==> src/rtl/pll_freq_ctrl_pkg.sv <==
// Shared FSM state type and saturating trim helpers for the PLL frequency-lock controller.
package pll_freq_ctrl_pkg;

    typedef enum logic [1:0] {
        ST_IDLE    = 2'd0,
        ST_MEASURE = 2'd1,
        ST_EVAL    = 2'd2
    } state_t;

    // Mid-scale trim code, so a freshly enabled channel can move either way.
    function automatic int unsigned trim_init(input int unsigned trim_w);
        return 32'd1 << (trim_w - 1);
    endfunction

    function automatic int unsigned sat_inc(input int unsigned value, input int unsigned max_value);
        return (value >= max_value) ? max_value : value + 1;
    endfunction

    function automatic int unsigned sat_dec(input int unsigned value);
        return (value == 0) ? 0 : value - 1;
    endfunction

endpackage

==> src/rtl/pll_edge_sync.sv <==
// Two-flop synchronizer for one divided VCO line plus a registered rising-edge pulse.
module pll_edge_sync
    import pll_freq_ctrl_pkg::*;
(
    input  logic clk,
    input  logic rst_n,
    input  logic din,
    output logic pulse
);

    logic sync_1;
    logic sync_2;
    logic sync_3;

    always_ff @(posedge clk or negedge rst_n) begin
        if (!rst_n) begin
            sync_1 <= 1'b0;
            sync_2 <= 1'b0;
            sync_3 <= 1'b0;
            pulse  <= 1'b0;
        end else begin
            sync_1 <= din;
            sync_2 <= sync_1;
            sync_3 <= sync_2;
            pulse  <= sync_2 & ~sync_3;
        end
    end

endmodule

==> src/rtl/pll_freq_ctrl.sv <==
// Round-robin frequency-lock controller for N_CH PLL channels: count edges per window, trim, lock.
// Optional lock-loss interrupt (irq_clr_i / irq_o) is built when PLL_FREQ_CTRL_LOSS_IRQ_EN is defined.
module pll_freq_ctrl
    import pll_freq_ctrl_pkg::*;
#(
    parameter int N_CH   = 4,
    parameter int CNT_W  = 12,
    parameter int WIN_W  = 16,
    parameter int TRIM_W = 6,
    parameter int LOCK_N = 4
) (
    input  logic                     wb_clk_i,
    input  logic                     wb_rst_ni,
    input  logic [N_CH-1:0]          en_i,
    input  logic [N_CH-1:0]          vco_div_i,
    input  logic [N_CH*CNT_W-1:0]    target_i,
    input  logic [CNT_W-1:0]         tol_i,
    input  logic [WIN_W-1:0]         window_i,
`ifdef PLL_FREQ_CTRL_LOSS_IRQ_EN
    input  logic                     irq_clr_i,
    output logic                     irq_o,
`endif
    output logic [N_CH-1:0]          enb_vco_o,
    output logic [N_CH-1:0]          enb_cp_o,
    output logic [N_CH*TRIM_W-1:0]   trim_o,
    output logic [N_CH-1:0]          lock_o,
    output logic                     busy_o
);

    localparam int                CH_W      = (N_CH > 1) ? $clog2(N_CH) : 1;
    localparam logic [TRIM_W-1:0] TRIM_INIT = TRIM_W'(trim_init(TRIM_W));
    localparam int unsigned       TRIM_MAX  = (1 << TRIM_W) - 1;
    localparam logic [3:0]        LOCK_MAX  = 4'(LOCK_N);
    localparam logic [CH_W-1:0]   LAST_CH   = CH_W'(N_CH - 1);

    state_t            state;
    state_t            state_nxt;
    logic [CH_W-1:0]   ch_ptr;
    logic [CH_W-1:0]   ch_sel;
    logic [CH_W-1:0]   ch_pick;
    logic [CH_W-1:0]   ch_after;
    logic              ch_found;
    logic [WIN_W-1:0]  win_cnt;
    logic [CNT_W-1:0]  edge_cnt;
    logic [CNT_W-1:0]  tgt_sel;
    logic [N_CH-1:0]   edge_pulse;
    logic              sel_en;
    logic              too_low;
    logic              too_high;
    logic [TRIM_W-1:0] trim_q [N_CH];
    logic [3:0]        lock_cnt [N_CH];

    for (genvar c = 0; c < N_CH; c++) begin : g_ch
        pll_edge_sync u_edge_sync (
            .clk   (wb_clk_i),
            .rst_n (wb_rst_ni),
            .din   (vco_div_i[c]),
            .pulse (edge_pulse[c])
        );
        assign trim_o[c*TRIM_W +: TRIM_W] = trim_q[c];
    end

    assign busy_o   = (state != ST_IDLE);
    assign sel_en   = en_i[ch_sel];
    assign tgt_sel  = target_i[ch_sel*CNT_W +: CNT_W];
    assign ch_after = (ch_sel == LAST_CH) ? '0 : ch_sel + 1'b1;
    // Unsigned form of |edge_cnt - target| > tol, split by sign of the difference.
    assign too_low  = (edge_cnt < tgt_sel) && ((tgt_sel - edge_cnt) > tol_i);
    assign too_high = (edge_cnt > tgt_sel) && ((edge_cnt - tgt_sel) > tol_i);

    // Lowest enabled channel at or above ch_ptr, wrapping past the last one.
    always_comb begin
        ch_found = 1'b0;
        ch_pick  = ch_ptr;
        for (int i = 0; i < N_CH; i++) begin
            if (!ch_found && en_i[(int'(ch_ptr) + i) % N_CH]) begin
                ch_found = 1'b1;
                ch_pick  = CH_W'((int'(ch_ptr) + i) % N_CH);
            end
        end
    end

    always_comb begin
        state_nxt = state;
        case (state)
            ST_IDLE:    if (ch_found) state_nxt = ST_MEASURE;
            ST_MEASURE: begin
                if (!sel_en)              state_nxt = ST_IDLE;
                else if (win_cnt == '0)   state_nxt = ST_EVAL;
            end
            ST_EVAL:    state_nxt = ST_IDLE;
            default:    state_nxt = ST_IDLE;
        endcase
    end

    always_ff @(posedge wb_clk_i or negedge wb_rst_ni) begin
        if (!wb_rst_ni) state <= ST_IDLE;
        else            state <= state_nxt;
    end

    always_ff @(posedge wb_clk_i or negedge wb_rst_ni) begin
        if (!wb_rst_ni) begin
            ch_ptr   <= '0;
            ch_sel   <= '0;
            win_cnt  <= '0;
            edge_cnt <= '0;
        end else begin
            case (state)
                ST_IDLE: begin
                    if (ch_found) begin
                        ch_sel   <= ch_pick;
                        win_cnt  <= window_i;
                        edge_cnt <= '0;
                    end
                end
                ST_MEASURE: begin
                    if (!sel_en) begin
                        ch_ptr <= ch_after;
                    end else begin
                        win_cnt <= win_cnt - 1'b1;
                        if (edge_pulse[ch_sel] && (edge_cnt != '1)) edge_cnt <= edge_cnt + 1'b1;
                    end
                end
                ST_EVAL: ch_ptr <= ch_after;
                default: ;
            endcase
        end
    end

    // A disabled channel is forced back to its idle values ahead of any evaluation.
    always_ff @(posedge wb_clk_i or negedge wb_rst_ni) begin
        if (!wb_rst_ni) begin
            enb_vco_o <= '1;
            enb_cp_o  <= '1;
            lock_o    <= '0;
            for (int c = 0; c < N_CH; c++) begin
                trim_q[c]   <= TRIM_INIT;
                lock_cnt[c] <= '0;
            end
        end else begin
            enb_vco_o <= ~en_i;
            for (int c = 0; c < N_CH; c++) begin
                if (!en_i[c]) begin
                    trim_q[c]   <= TRIM_INIT;
                    lock_cnt[c] <= '0;
                    lock_o[c]   <= 1'b0;
                    enb_cp_o[c] <= 1'b1;
                end else if ((state == ST_EVAL) && (int'(ch_sel) == c)) begin
                    if (edge_cnt != '0) enb_cp_o[c] <= 1'b0;
                    if (too_low) begin
                        trim_q[c]   <= TRIM_W'(sat_inc(32'(trim_q[c]), TRIM_MAX));
                        lock_cnt[c] <= '0;
                        lock_o[c]   <= 1'b0;
                    end else if (too_high) begin
                        trim_q[c]   <= TRIM_W'(sat_dec(32'(trim_q[c])));
                        lock_cnt[c] <= '0;
                        lock_o[c]   <= 1'b0;
                    end else begin
                        if (lock_cnt[c] != LOCK_MAX) lock_cnt[c] <= lock_cnt[c] + 1'b1;
                        if (lock_cnt[c] >= LOCK_MAX - 4'd1) lock_o[c] <= 1'b1;
                    end
                end
            end
        end
    end

`ifdef PLL_FREQ_CTRL_LOSS_IRQ_EN
    logic lock_lost;

    assign lock_lost = (state == ST_EVAL) && sel_en && lock_o[ch_sel] && (too_low || too_high);

    always_ff @(posedge wb_clk_i or negedge wb_rst_ni) begin
        if (!wb_rst_ni)     irq_o <= 1'b0;
        else if (lock_lost) irq_o <= 1'b1;
        else if (irq_clr_i) irq_o <= 1'b0;
    end
`endif

endmodule

==> config.mk <==
export PLATFORM = sky130hd
export DESIGN_NAME = pll_freq_ctrl
export DESIGN_NICKNAME = d
export VERILOG_FILES = /design/src/rtl/pll_freq_ctrl_pkg.sv /design/src/rtl/pll_edge_sync.sv /design/src/rtl/pll_freq_ctrl.sv
export SDC_FILE = /design/constraint.sdc
export NUM_CORES = 1
export LEC_CHECK = 0
export CAP_MARGIN = 20
export CELL_PAD_IN_SITES_DETAIL_PLACEMENT = 1
export CELL_PAD_IN_SITES_GLOBAL_PLACEMENT = 2
export CORE_ASPECT_RATIO = 1.25
export CORE_MARGIN = 4
export CORE_UTILIZATION = 36
export DETAILED_ROUTE_END_ITERATION = 10
export GPL_TIMING_DRIVEN = 0
export PLACE_DENSITY_LB_ADDON = 0.1
export RECOVER_POWER = 100
export SYNTH_ARGS = -nofsm -noshare
export SYNTH_HDL_FRONTEND = slang
export SYNTH_SLANG_ARGS = --single-unit
==> constraint.sdc <==
create_clock -name wb_clk_i -period 8.1 [get_ports wb_clk_i]
set_input_delay 2.025 -clock wb_clk_i [delete_from_list [all_inputs] [get_ports wb_clk_i]]
set_output_delay 2.025 -clock wb_clk_i [all_outputs]
set_load 0.02 [all_outputs]
==> results of run 1 <==
-- logic make-up (layout without fill, tap and decap cells) --
group                    after synthesis  in the layout
XOR/XNOR                              23             23
buffers and inverters                139            276
adder cells (fa/ha/maj)               76             76
flip-flops                           102            102
multiplexers                          22             22
AND/OR/NAND/NOR                      340            340
AO/OA/AOI/OAI                        259            259
-- placed cells by master, fill, tap and decap left out, drive strengths merged, types with 12 or more instances in the layout --
cell and n:
nor2b 12, dlygate4sd3 43, nand3 45, a31oi 20, nor4 13, or2 12
o21ai 50, xnor2 15, mux4 14, clkbuf 55, nand4 27, dfstp 12
a211oi 12, a21oi 81, nor2 62, clkdlybuf4s50 76, inv 86, dfrtp 90
buf 12, nand2 78, nor3 44, ha 74
-- path summary, 6_finish.rpt --
path,start,endpoint,slack [ns],cells past startpoint
min reg2reg,g_ch[1].u_edge_sync.sync_1,g_ch[1].u_edge_sync.sync_2,0.35,0
min,g_ch[1].u_edge_sync.sync_1,g_ch[1].u_edge_sync.sync_2,0.35,0
min in group asynchronous,wb_rst_ni,trim_o[14],2.42,1
max,target_i[37],lock_cnt[13],0.85,21
max reg2reg,ch_sel[0],lock_cnt[13],1.15,23
max in group asynchronous,wb_rst_ni,g_ch[2].u_edge_sync.sync_2,1.57,2
-- power groups by stage --
stage	clock network, mW	registers, mW	logic (mW)
4_1_cts	0.458	0.648	2.05
3_3_place_gp	0	0.656	2.00
6_report	0.446	0.650	1.99
5_1_grt	0.480	0.660	2.24
2_1_floorplan	0	0.634	1.38
3_5_place_dp	0	0.659	2.05
-- final cells by class --
type                       instances  area (µm²)  share of cell area
inverter                          83         312              0.0314
timing repair buffer             121        1200               0.121
sequential                       102        2570               0.259
clock buffer                       9         225              0.0227
buffer                            56         239              0.0241
multi-input combinational        720        4970               0.501
tap                              283         354              0.0357
clock inverter                     7        65.1             0.00655
-- state kept, by name, summed over array words and instances, names as in the netlist --
signal                   count
trim_o                      24
lock_cnt                    16
win_cnt                     16
edge_cnt                    12
enb_cp_o                     4
enb_vco_o                    4
g_ch.u_edge_sync.pulse       4
g_ch.u_edge_sync.sync_1      4
g_ch.u_edge_sync.sync_2      4
g_ch.u_edge_sync.sync_3      4
lock_o                       4
ch_ptr                       2
ch_sel                       2
state                        2
-- routing by layer --
metal,up-vias,track usage
met2,125,0.369
li1,3764,-
met4,0,0.0555
met1,3898,0.296
met3,31,0.0241
met5,-,0
-- worst max-delay path, stage by stage --
cell	delay [ns]
clkdlybuf4s50_1	0.40
mux4_2	0.52
ha_1	0.33
nor2b_1	0.14
o21ai_0	0.22
a21boi_0	0.12
o21ai_0	0.32
a21oi_1	0.19
a221oi_1	0.36
xnor2_1	0.15
ha_1	0.31
nand4_1	0.21
nor4_1	0.33
inv_1	0.15
o211ai_1	0.14
buf_4	0.24
o21a_4	0.16
clkbuf_1	0.55
buf_2	0.38
nand3_1	0.11
a31oi_1	0.16
-- metrics by stage --
stage / setup WS [ns] / cells
final: 0.854 / 1381
after global routing: 0.395 / 1381
after CTS: 1.14 / 1381
after detailed placement: 0.772 / 1365
after global placement: 0.670 / 1364
after floorplan: 2.14 / 961
==> results.ini, run 1 <==
[status]
outcome=finished, violations left
violations=capacitance limit, slew limit

[logic_synthesis]
ys_ff_latch=102
ys_types=75
synthMostInstantiatedCell=dfrtp_1
ys_top_cells_by_area=dfrtp_1 (28%), ha_1 (11%), a21oi_1 (5.0%)
muxShareOfSynthArea=0.0490
synth_edf_count=0
synth_top_area_share=0.277
netlist_area_um2=8120
yosys.area_share.simple=0.209
synth_compound_area_frac=0.212
ys_top_cells_by_count=dfrtp_1 (90), inv_1 (82), a21oi_1 (81)
synth_top_family_by_area=compound AO/OA/AOI/OAI gates
synthXorXnorAreaFrac=0.0248
synth_top_cell_by_area=dfrtp_1
syn_inst=961
ys.warnings.count=0
synth_fa_ha_area_frac=0.119
synth.avg_cell_area_um2=8.45
seq_area_frac_synth=0.316
synthesis.nets=1123
synth_flop_cell=dfrtp_1
async_flop_share=1.00

[die]
die_h_um=176
rows=61
coreArea_um2=22200
io_pins=123
start_util=0.366
dieArea_um2=25000
die_w_um=142

[final_layout]
antennaDiodeCount=0
final_cell_area_um2=9930
final_layout_size_suffix_gt1_frac=0.0719
syn_to_final_growth_pct=22.3
final_nets=1255
fill_cells=2630
fin_util=0.447

[detailed_routing]
drt_iter0_markers=400
first_pass_iters=4
route.vias.total=7818
drt-met1-wl_um=12500
met3_length_um=705
wl_per_cell_um=19.5
drt_wl_total_um=26900
wl_met2_um=13300
drc=0
top_layer_used=met4
viasPerCell=5.66
ant_nets=0

[clocking]
path_clk_slew_ns=0.08
htreeDepth=3
numCtsBuffers=9
ctsHoldBuffers=0
cts_setup_buffers=0
cts_resized=0
clockRootBuffer=clkbuf_16
clock-sinks=102
cts_buffer_depth=2
cts_tree=yes
clk_latency_ns=0.37

[sta]
drv_slew=105
tightest_slew_ns=3.28
hold_violations=0
grt_setup_unrepaired=no
fmax_mhz=138
min_period_over_period=0.895
slew_headroom=-1.19
worst_hold_slack_ns=0.354
fin_crit_ns=7.25
fin_worst_skew_ns=0.0158
setup_tns_ns=0
finalSetupViolCount=0

[power]
p_total_mw=3.09
power.clock.fraction=0.144
internal-power_mw=1.48
swShare=0.520
power.combinational.fraction=0.645
ir_drop_mv=0.177
p_leak_nw=4.07
p_seq_frac=0.210
switching_power_mw=1.61
power_density_nw_per_um2=311

[worst_hold_path]
min_path_type=register to register

[global_routing]
grt_max_degree=60
grt_pass1_wl_um=43900
antenna_found_initial=0
overflow=0
track_usage=0.217
first_global_vias=8211

[critical_path]
crit_arrival_ns=7.52
crit_type=input pin to register
startpoint_type=input pin
crit_required_ns=8.37
path_max_fanout=10
end_kind=register

[placement]
portBuffers=120
hpwl_um=20900
postPlaceCellArea_um2=9700
gp_congestion=0.844

[job]
drv_cap=2

Power figures use the tool's default switching activity.
==> run 2, diff against run 1 <==
--- a/constraint.sdc
+++ b/constraint.sdc
@@ -3,2 +3,2 @@
 set_output_delay 2.025 -clock wb_clk_i [all_outputs]
-set_load 0.02 [all_outputs]
+set_load 0.005 [all_outputs]
==> run 2 against run 1 <==
Against the previous run: worst setup slack is essentially flat; the flow still finishes with violations (capacitance limit, slew limit); global-route usage unchanged; first-iteration DRC count fell by 0.25%; sequential share of layout area unchanged; combinational power about the same; register-to-register slack is essentially flat; non-clock buffer count unchanged; clock-buffer cell count is the same; routed wire length hardly changed; highest routed layer unchanged; fmax about the same.
==> results.ini, run 2 (synthesis results as in run 1) <==
[critical_path]
cp_cell_sequence=clkdlybuf4s50_1 > mux4_2 > ha_1 > nor2b_1 > o21ai_0 > a21boi_0 > o21ai_0 > a21oi_1 > a221oi_1 > xnor2_1 > ha_1 > nand4_1 > nor4_1 > inv_1 > o211ai_1 > buf_4 > o21a_4 > clkbuf_1 > buf_2 > nand3_1 > a31oi_1
path_max_fanout=10
end_kind=register
reg2regPathDepth=23
cp.depth=21
regToRegStartpoint=ch_sel[0]
crit_required_ns=8.37
startpoint_type=input pin
crit_type=input pin to register
crit_slowest_cell=clkbuf_1
crit_arrival_ns=7.52
critPathLaunch=target_i[37]
reg2reg_setup_slack_ns=1.15
cpLargestDelayFamily=buffers and inverters
cp_slowest_stage_delay_ns=0.55
r2r_end=lock_cnt[13]
critPathBufInv=5

[sta]
setup_tns_ns=0
hold_violations=0
finalSetupViolCount=0
fin_worst_skew_ns=0.0157
slew_headroom=-1.19
min_period_over_period=0.895
fin_crit_ns=7.25
drv_slew=105
fmax_mhz=138
grt_setup_unrepaired=no
tightest_slew_ns=3.28

[die]
die_h_um=176
coreArea_um2=22200
die_w_um=142
start_util=0.366
io_pins=123
dieArea_um2=25000
rows=61

[clocking]
cts_buffer_depth=2
cts_tree=yes
htreeDepth=3
cts_setup_buffers=0
clockRootBuffer=clkbuf_16
clock-sinks=102
numCtsBuffers=9
ctsHoldBuffers=0
clk_latency_ns=0.37
path_clk_slew_ns=0.08
cts_resized=0

[status]
violations=capacitance limit, slew limit
outcome=finished, violations left

[detailed_routing]
route.vias.total=7803
drt_iter0_markers=399
wl_per_cell_um=19.5
drt_wl_total_um=26900
first_pass_iters=4
ant_nets=0
drc=0
viasPerCell=5.65

[worst_hold_path]
min_from=g_ch[1].u_edge_sync.sync_1
min_path_type=register to register
whs_path_depth=0
whs_endpoint=g_ch[1].u_edge_sync.sync_2

[final_layout]
largest_reg_flops=24
antennaDiodeCount=0
syn_to_final_growth_pct=22.3
final_layout_size_suffix_gt1_frac=0.0683
final_cell_mix=dfrtp_1 (90), inv_1 (82), a21oi_1 (81), clkdlybuf4s50_1 (80), nand2_1 (78)
fin_cells=1381
final_nets=1255
final_common_cell=dfrtp_1

[power]
p_leak_nw=4.08
power_density_nw_per_um2=311
ir_drop_mv=0.177

[job]
drv_cap=2

[global_routing]
first_global_vias=8211
grt_max_degree=60
overflow=0
antenna_found_initial=0
track_usage=0.217
grt_pass1_wl_um=43900

[placement]
dp.cells=1365
hpwl_um=20900
portBuffers=120
gp_congestion=0.844

## run 2: cell types whose count changed in the layout (fill, tap and decap cells not counted)
cell / delta
dfstp_1: +4
dfstp_2: -4
dlygate4sd3_1: -4
clkdlybuf4s50_1: +4
## run 2: layer usage
layer | global-route usage | vias to the layer above | part of all wire
met5 | 0 | - | 0
met4 | 0.0555 | 0 | 0.017
met3 | 0.0241 | 31 | 0.025
met2 | 0.369 | 119 | 0.49
met1 | 0.296 | 3890 | 0.47
li1 | - | 3763 | -
## run 2: worst reg2reg max path, delay by kind of cell, from the launching register on
kind | cells | cell delay [ns]
AND/OR/NAND/NOR | 5 | 0.92
adder cells (fa/ha/maj) | 2 | 0.62
buffers and inverters | 7 | 2.86
flip-flops | 1 | 0.38
AO/OA/AOI/OAI | 8 | 1.47
multiplexers | 1 | 0.63
## run 2: report_power, final
group	leakage (nW)	switching, mW	internal [mW]
sequential	1.30	0.0762	0.573
combinational	2.65	1.30	0.691
clock	0.140	0.229	0.217
## run 2: final cells by class
class,instances,area (µm²)
timing repair buffer,121,1200
multi-input combinational,720,4970
sequential,102,2570
clock buffer,9,225
clock inverter,7,65.1
buffer,56,239
tap,283,354
inverter,83,312
fill,2630,12300
## run 2: through the flow
step	cell area, µm²	setup WS [ns]	util	hold WS, ns	total power [mW]
6_report	9930	0.854	0.447	0.354	3.08
5_1_grt	9930	0.395	0.447	0.366	3.37
4_1_cts	9990	1.14	0.450	0.359	3.15
3_5_place_dp	9700	0.772	0.437	0.336	2.70
3_3_place_gp	9680	0.670	0.436	0.335	2.66
2_1_floorplan	8120	2.14	-	0.331	2.01
## run 2: worst max-delay path by stage
stage	end	slack (ns)
2_1_floorplan	lock_cnt[15]	2.14
5_1_grt	lock_cnt[9]	0.39
3_3_place_gp	g_ch[2].u_edge_sync.sync_1	0.67
3_5_place_dp	lock_cnt[13]	0.77
6_report	lock_cnt[13]	0.85
4_1_cts	lock_cnt[13]	1.14
